File: config.mk
export PLATFORM = sky130hd
export DESIGN_NAME = axi4l_gpio_irq_flat
export DESIGN_NICKNAME = d
export VERILOG_FILES = /design/src/rtl/axi4l_gpio_irq_if.sv /design/src/rtl/axi4l_gpio_irq.sv /design/src/flat_wrapper.sv
export SDC_FILE = /design/constraint.sdc
export NUM_CORES = 1
export LEC_CHECK = 0
export ABC_CLOCK_PERIOD_IN_PS = 2450
export CAP_MARGIN = 20
export CORE_MARGIN = 4
export CORE_UTILIZATION = 40
export DETAILED_ROUTE_END_ITERATION = 8
export HOLD_SLACK_MARGIN = 0.06
export SETUP_SLACK_MARGIN = 0.1
export SLEW_MARGIN = 40
export SYNTH_ARGS = -nofsm -noshare
export SYNTH_HDL_FRONTEND = slang
export SYNTH_SLANG_ARGS = --single-unit
export TNS_END_PERCENT = 30
File: constraint.sdc
create_clock -name clk -period 2.45 [get_ports clk]
set_clock_uncertainty 0.15 [all_clocks]
set_input_delay 0.245 -clock clk [delete_from_list [all_inputs] [get_ports clk]]
set_output_delay 0.245 -clock clk [all_outputs]
set_load 0.01 [all_outputs]
File: src/rtl/axi4l_gpio_irq_if.sv
// AXI4-Lite register port bundle: 32-bit address and data on a single clock.
interface axi4l_if;
  logic        aclk;
  logic [31:0] awaddr;
  logic        awvalid;
  logic        awready;
  logic [31:0] wdata;
  logic [3:0]  wstrb;
  logic        wvalid;
  logic        wready;
  logic [1:0]  bresp;
  logic        bvalid;
  logic        bready;
  logic [31:0] araddr;
  logic        arvalid;
  logic        arready;
  logic [31:0] rdata;
  logic [1:0]  rresp;
  logic        rvalid;
  logic        rready;

  modport slave (
    input  aclk, awaddr, awvalid, wdata, wstrb, wvalid, bready, araddr, arvalid, rready,
    output awready, wready, bresp, bvalid, arready, rdata, rresp, rvalid
  );
endinterface

File: src/rtl/axi4l_gpio_irq.sv
// GPIO block with AXI4-Lite registers, synchronised and debounced inputs,
// edge-capturing STATUS and a registered level interrupt.
module axi4l_gpio_irq #(
  parameter int unsigned      Width      = 32,
  parameter int unsigned      SyncStages = 2,
  parameter int unsigned      Prescale   = 1,
  parameter logic [Width-1:0] RstOut     = '0
) (
  input  logic             clk,
  input  logic             rst_n,
  axi4l_if.slave           axi,
  input  logic [Width-1:0] gpio_i,
  output logic [Width-1:0] gpio_o,
  output logic [Width-1:0] gpio_en,
  output logic             irq
);
  localparam logic [1:0]  RespOkay   = 2'b00;
  localparam logic [1:0]  RespSlvErr = 2'b10;
  localparam logic [15:0] TickCount  = 16'(Prescale - 1);
  localparam logic [3:0]  LastIdx    = 4'd8;

  logic             r_awready, r_bvalid, r_arready, r_rvalid, r_irq;
  logic [1:0]       r_bresp, r_rresp;
  logic [31:0]      r_rdata;
  logic [Width-1:0] r_data_out, r_dir, r_rise_en, r_fall_en, r_status, r_ie;
  logic [Width-1:0] r_sync [SyncStages];
  logic [Width-1:0] r_sample, r_deb;
  logic [15:0]      r_pcnt;

  logic             w_wr_hs, w_rd_hs, w_tick, w_unused;
  logic [3:0]       w_wr_idx, w_rd_idx;
  logic [8:0]       w_we;
  logic [31:0]      w_strb_mask, w_wbits;
  logic [Width-1:0] w_wmask, w_wval, w_sync, w_agree, w_deb_next;
  logic [Width-1:0] w_edge_set, w_status_next, w_data_out_next, w_rd_val;

  assign w_wr_hs  = r_awready & axi.awvalid & axi.wvalid;
  assign w_rd_hs  = r_arready & axi.arvalid;
  assign w_wr_idx = axi.awaddr[5:2];
  assign w_rd_idx = axi.araddr[5:2];

  for (genvar gi = 0; gi < 4; gi++) begin : g_strb
    assign w_strb_mask[8*gi +: 8] = {8{axi.wstrb[gi]}};
  end

  for (genvar gi = 0; gi < 9; gi++) begin : g_we
    assign w_we[gi] = w_wr_hs && (w_wr_idx == 4'(gi));
  end

  assign w_wbits = axi.wdata & w_strb_mask;
  assign w_wval  = w_wbits[Width-1:0];
  assign w_wmask = w_strb_mask[Width-1:0];

  // A debounced bit follows the input only once two consecutive tick samples agree.
  assign w_sync     = r_sync[SyncStages-1];
  assign w_tick     = (r_pcnt == TickCount);
  assign w_agree    = ~(w_sync ^ r_sample);
  assign w_deb_next = w_tick ? ((r_deb & ~w_agree) | (w_sync & w_agree)) : r_deb;
  assign w_edge_set = (w_deb_next & ~r_deb & r_rise_en) | (~w_deb_next & r_deb & r_fall_en);

  // Edge capture is ORed in after the W1C clear so a coincident set wins.
  assign w_status_next = (r_status & ~(w_we[5] ? w_wval : '0)) | w_edge_set;

  always_comb begin
    w_data_out_next = r_data_out;
    if (w_we[1])      w_data_out_next = (r_data_out & ~w_wmask) | w_wval;
    else if (w_we[7]) w_data_out_next = r_data_out | w_wval;
    else if (w_we[8]) w_data_out_next = r_data_out & ~w_wval;
  end

  always_comb begin
    w_rd_val = '0;
    case (w_rd_idx)
      4'd0:    w_rd_val = r_deb;
      4'd1:    w_rd_val = r_data_out;
      4'd2:    w_rd_val = r_dir;
      4'd3:    w_rd_val = r_rise_en;
      4'd4:    w_rd_val = r_fall_en;
      4'd5:    w_rd_val = r_status;
      4'd6:    w_rd_val = r_ie;
      default: w_rd_val = '0;
    endcase
  end

  always_ff @(posedge clk or negedge rst_n) begin
    if (!rst_n) begin
      r_awready  <= 1'b0;
      r_bvalid   <= 1'b0;
      r_bresp    <= RespOkay;
      r_arready  <= 1'b0;
      r_rvalid   <= 1'b0;
      r_rresp    <= RespOkay;
      r_rdata    <= '0;
      r_irq      <= 1'b0;
      r_data_out <= RstOut;
      r_dir      <= '0;
      r_rise_en  <= '0;
      r_fall_en  <= '0;
      r_status   <= '0;
      r_ie       <= '0;
      r_sample   <= '0;
      r_deb      <= '0;
      r_pcnt     <= '0;
      for (int i = 0; i < SyncStages; i++) r_sync[i] <= '0;
    end else begin
      // Ready pulses for exactly one cycle, and never while a response is still owed.
      r_awready <= ~r_awready & axi.awvalid & axi.wvalid & ~r_bvalid;
      r_arready <= ~r_arready & axi.arvalid & ~r_rvalid;

      if (w_wr_hs) begin
        r_bvalid <= 1'b1;
        r_bresp  <= (w_wr_idx <= LastIdx) ? RespOkay : RespSlvErr;
      end else if (axi.bready) begin
        r_bvalid <= 1'b0;
      end

      if (w_rd_hs) begin
        r_rvalid <= 1'b1;
        r_rdata  <= 32'(w_rd_val);
        r_rresp  <= (w_rd_idx <= LastIdx) ? RespOkay : RespSlvErr;
      end else if (axi.rready) begin
        r_rvalid <= 1'b0;
      end

      r_data_out <= w_data_out_next;
      if (w_we[2]) r_dir     <= (r_dir & ~w_wmask) | w_wval;
      if (w_we[3]) r_rise_en <= (r_rise_en & ~w_wmask) | w_wval;
      if (w_we[4]) r_fall_en <= (r_fall_en & ~w_wmask) | w_wval;
      if (w_we[6]) r_ie      <= (r_ie & ~w_wmask) | w_wval;
      r_status <= w_status_next;
      r_irq    <= |(r_status & r_ie);

      r_sync[0] <= gpio_i;
      for (int i = 1; i < SyncStages; i++) r_sync[i] <= r_sync[i-1];
      r_pcnt <= w_tick ? 16'd0 : r_pcnt + 16'd1;
      if (w_tick) r_sample <= w_sync;
      r_deb <= w_deb_next;
    end
  end

  assign axi.awready = r_awready;
  assign axi.wready  = r_awready;
  assign axi.bvalid  = r_bvalid;
  assign axi.bresp   = r_bresp;
  assign axi.arready = r_arready;
  assign axi.rvalid  = r_rvalid;
  assign axi.rdata   = r_rdata;
  assign axi.rresp   = r_rresp;
  assign gpio_o      = r_data_out;
  assign gpio_en     = r_dir;
  assign irq         = r_irq;

  assign w_unused = ^{axi.aclk, axi.awaddr[31:6], axi.awaddr[1:0], axi.araddr[31:6],
                      axi.araddr[1:0], w_wbits, w_strb_mask};
endmodule

File: src/flat_wrapper.sv
// flat-port wrapper written by rule: the top's interface ports become plain ports
module axi4l_gpio_irq_flat 
#(
  parameter int unsigned      Width      = 32,
  parameter int unsigned      SyncStages = 2,
  parameter int unsigned      Prescale   = 1,
  parameter logic [Width-1:0] RstOut     = '0
)
  (clk, rst_n, gpio_i, gpio_o, gpio_en, irq, axi_aclk, axi_awaddr, axi_awvalid, axi_wdata, axi_wstrb, axi_wvalid, axi_bready, axi_araddr, axi_arvalid, axi_rready, axi_awready, axi_wready, axi_bresp, axi_bvalid, axi_arready, axi_rdata, axi_rresp, axi_rvalid);
  axi4l_if axi_i ();
  input  logic clk;
  input  logic rst_n;
  input  logic [Width-1:0] gpio_i;
  output logic [Width-1:0] gpio_o;
  output logic [Width-1:0] gpio_en;
  output logic irq;
  input wire logic [$bits(axi_i.aclk)-1:0] axi_aclk;
  input wire logic [$bits(axi_i.awaddr)-1:0] axi_awaddr;
  input wire logic [$bits(axi_i.awvalid)-1:0] axi_awvalid;
  input wire logic [$bits(axi_i.wdata)-1:0] axi_wdata;
  input wire logic [$bits(axi_i.wstrb)-1:0] axi_wstrb;
  input wire logic [$bits(axi_i.wvalid)-1:0] axi_wvalid;
  input wire logic [$bits(axi_i.bready)-1:0] axi_bready;
  input wire logic [$bits(axi_i.araddr)-1:0] axi_araddr;
  input wire logic [$bits(axi_i.arvalid)-1:0] axi_arvalid;
  input wire logic [$bits(axi_i.rready)-1:0] axi_rready;
  output wire logic [$bits(axi_i.awready)-1:0] axi_awready;
  output wire logic [$bits(axi_i.wready)-1:0] axi_wready;
  output wire logic [$bits(axi_i.bresp)-1:0] axi_bresp;
  output wire logic [$bits(axi_i.bvalid)-1:0] axi_bvalid;
  output wire logic [$bits(axi_i.arready)-1:0] axi_arready;
  output wire logic [$bits(axi_i.rdata)-1:0] axi_rdata;
  output wire logic [$bits(axi_i.rresp)-1:0] axi_rresp;
  output wire logic [$bits(axi_i.rvalid)-1:0] axi_rvalid;
  assign axi_i.aclk = axi_aclk;
  assign axi_i.awaddr = axi_awaddr;
  assign axi_i.awvalid = axi_awvalid;
  assign axi_i.wdata = axi_wdata;
  assign axi_i.wstrb = axi_wstrb;
  assign axi_i.wvalid = axi_wvalid;
  assign axi_i.bready = axi_bready;
  assign axi_i.araddr = axi_araddr;
  assign axi_i.arvalid = axi_arvalid;
  assign axi_i.rready = axi_rready;
  assign axi_awready = axi_i.awready;
  assign axi_wready = axi_i.wready;
  assign axi_bresp = axi_i.bresp;
  assign axi_bvalid = axi_i.bvalid;
  assign axi_arready = axi_i.arready;
  assign axi_rdata = axi_i.rdata;
  assign axi_rresp = axi_i.rresp;
  assign axi_rvalid = axi_i.rvalid;
  axi4l_gpio_irq #(.Width(Width), .SyncStages(SyncStages), .Prescale(Prescale), .RstOut(RstOut)) u_core (.clk(clk), .rst_n(rst_n), .axi(axi_i), .gpio_i(gpio_i), .gpio_o(gpio_o), .gpio_en(gpio_en), .irq(irq));
endmodule
==> metrics.md <==
| Metric | Value |
|---|---|
| Outcome | `finished clean` |
| CP dominant cell by count | `nand3_2` |
| Pre-Repair DR Iteration Count | `5` |
| CP peak stage delay | `~0.47 ns` |
| Max-cap check violation count | `0` |
| Final Cycle Share | `89.0%` |
| Internal reg-to-reg setup slack | `approximately 0.27 ns` |
| Die height | `212 um` |
| Synthesized instance count | `~1500` |
| Synth Warn # | `0` |
| Number of enable flip-flop cells after synthesis | `0` |
| Drt drc | `0` |
| Dominant synthesized flop cell | `dfrtp_1` |
| Slew Viols, Final | `0` |
| WP data required | `2.72 ns` |
| Routability Congestion | `0.913` |
| Inserted Clock Buffers | `42` |
| Vias in the first global route | `13100` |
| Drt total wl | `54100 um` |
| First-pass GRT wire length | `roughly 81000 um` |
| Starting DRT DRC Count | `1164` |
| Starting Density | `around two fifths` |
| Nets | `between 1500 and 2000` |
| Worst path arrival time | `2.45 ns` |
| # placed instances | `about 2200` |
| Top post-synthesis cells by area | `dfrtp_1 57%, mux2_2 8.8%, nand2_1 2.8%` |
| WL per Instance | `23.3 um` |
| Power per Cell Area | `693 nW/um^2` |
| DIE WIDTH | `212 um` |
| Vias per cell | `5.79` |
| Leak pwr | `roughly 9.4 nW` |
| Largest net degree at the start of global routing | `68` |
| # setup viols final | `0` |
| Slew margin rel. | `45.0%` |
| Post-route ant nets | `0` |
| Largest fanout on the critical path | `8` |
| Util after Layout | `52.5%` |
| Nature of the critical path startpoint | `flip-flop` |
| GRT Util Overall | `between 20% and 30%` |
| Initial antenna violation count | `2` |
| Asr flop ratio synth | `100%` |
| Max clock buf depth | `3` |
| Cell Area, Placed | `19700 sq um` |
| Area leader, netlist | `dfrtp_1` |
| Final worst setup slack | `0.270 ns` |
| Placeable Area | `40900 sq um` |
| Register bit total from synthesis | `375` |
| Clock sink count | `375` |
| Area share of the largest cell type after synthesis | `56.5%` |
| Synth-to-Final Area Change | `29.3%` |
| CTS tree | `yes` |
| Share of layout cells above drive strength 1 | `18.3%` |
| Crit path capture type | `flip-flop` |
| Worst setup path start | `u_core.axi.awready$_DFF_PN0_` |
| Ports | `246` |
| RSZ-0062 raised after global routing | `false` |
| Period minus WS final | `2.18 ns` |
| Worst path cell trace | `nand3_2 > nor3b_1 > buf_4 > nand3_2 > mux2_2` |
| # port buffers | `about 190` |
| Setup repair bufs after CTS | `0` |
| Synthesized cell area | `16600 sq um` |
| Slew at the pin with the worst max-slew slack | `0.814 ns` |
| Reg2Reg Depth | `5` |
| Latest clock arrival within the worst-skew pair | `0.56 ns` |
| Crit Path Class | `reg2reg` |
| DPL Wire Length | `between 30000 and 40000 um` |
| Final hold viol count | `0` |
| Finished Layout Cells | `2324` |
| Hold Crit Class | `in2async` |
| Via count | `13500` |
| Unique masters post-synth | `66` |
| Finished Cell Area | `about 21000 sq um` |
| Register area share after synthesis | `between 50 and 60%` |
| Fmax | `459 MHz` |
| Clk root buf | `clkbuf_16` |
| H-tree Lvls | `2` |
| Place WS | `-0.0214 ns` |
| GRT Residual Overflow | `0` |
| Die area | `44800 sq um` |
| Syn Area/Cell | `~11 sq um` |
| Clock transition at path regs | `0.06 ns` |
| Worst r2r src | `u_core.axi.awready$_DFF_PN0_` |
| # rows | `74` |
| Final Power | `approximately 15 mW` |
| Worst VDD drop | `~0.00045 V` |
| Slowest stage cell, crit path | `dfrtp_1` |
[cells in the mapped netlist (all sizes together), types with 4 or more instances]
library cell and n:
nand4 9, a21oi 89, xor2 7, nand3 21, o221ai 7, inv 75, buf 44, a222oi 4
o211ai 4, nor2b 4, a211oi 37, and2 4, nor2 51, a22oi 51, mux4 4, nor3b 4
clkbuf 34, nand4b 4, o22ai 41, mux2 138, a221oi 4, mux2i 28, nand2 126, and3 4
o21ai 147, a31oi 42, nor3 37, and4b 4, xnor2 6, dfrtp 375, a22o 32
[per-stage QoR]
step	setup TNS, ns	hold slack (ns)
2_1_floorplan	0	-0.201
3_3_place_gp	0	0.0773
3_5_place_dp	-0.168	0.0786
4_1_cts	0	0.0731
5_1_grt	0	0.121
6_report	0	0.0833
[worst max-delay path: cells and delay by family, from the launching register on]
kind,cells,cell delay [ns]
buffers and inverters,1,0.23
flip-flops,1,0.47
AND/OR/NAND/NOR,3,0.79
multiplexers,1,0.40
[path summary, 6_finish.rpt]
path | endpoint
setup reg to reg | flip-flop
hold / removal | u_core.w_sync[2]$_DFF_PN0_
max in group asynchronous | u_core.w_sync[12]$_DFF_PN0_
setup / recovery | flip-flop
min in group clk | u_core.axi.rvalid$_DFFE_PN0P_
hold reg to reg | u_core.w_sync[11]$_DFF_PN0_
[cells by family after synthesis]
group,count (synthesis),synth area share (%)
and+or+nand+nor,290,9.23
buffers and inverters,153,4.03
xor gates and xnor gates,13,0.686
adders and majority gates,2,0.151
AOI/OAI and AO/OA,473,17.8
DFF,375,56.5
other,1,0.0226
muxes,170,11.6
[placed cells by master, fill, tap and decap left out, types with 7 or more instances in the layout]
master and count:
dfrtp_1 375, clkdlybuf4s50_1 182, mux2_2 130, nand2_1 125, a21oi_1 89, o21ai_0 86, inv_1 75, buf_4 74
o21ai_1 60, a22oi_1 51, nor2_1 46, clkbuf_16 45, a31oi_1 42, o22ai_1 41, a211oi_1 36, dlygate4sd3_1 34
nor3_1 33, a22o_1 32, mux2i_1 28, buf_12 21, nand3_1 12, clkbuf_1 11, nand3_2 9, clkinv_2 9
nand4_1 8, mux2_1 8, clkbuf_8 8, xor2_1 7, o221ai_1 7
[repair_timing]
item,4_1_cts,5_1_grt
hold endpoints to repair,408,0
gates resized for setup,0,1
hold buffers,34,0
endpoints found under the setup margin,0,62
[area by class of cell]
type	instances	area (sq um)
diodes	1	2.50
clock buffers	64	1280
clock inverters	12	114
fillers	3621	19500
inverters	75	282
multi-input cells	950	6580
flip-flops and latches	375	9380
well taps	532	666
repair buffers	315	3170
[metal layers]
metal	vias up	share of wire (%)	track usage (%)
met4	2	3.4	9.17
li1	6013	-	-
met3	108	8.5	4.71
met1	6734	44	34.7
met2	603	44	35.1
met5	-	0.022	0
[power by group]
group          leakage [nW]  total [mW]  switching, mW  internal, mW
clock network         0.693        6.33           2.53          3.80
logic                  4.11        1.63          0.845         0.782
registers              4.61        6.92          0.367          6.55
total                  9.41        14.9           3.74          11.1
(Power assumes the default switching activity.)
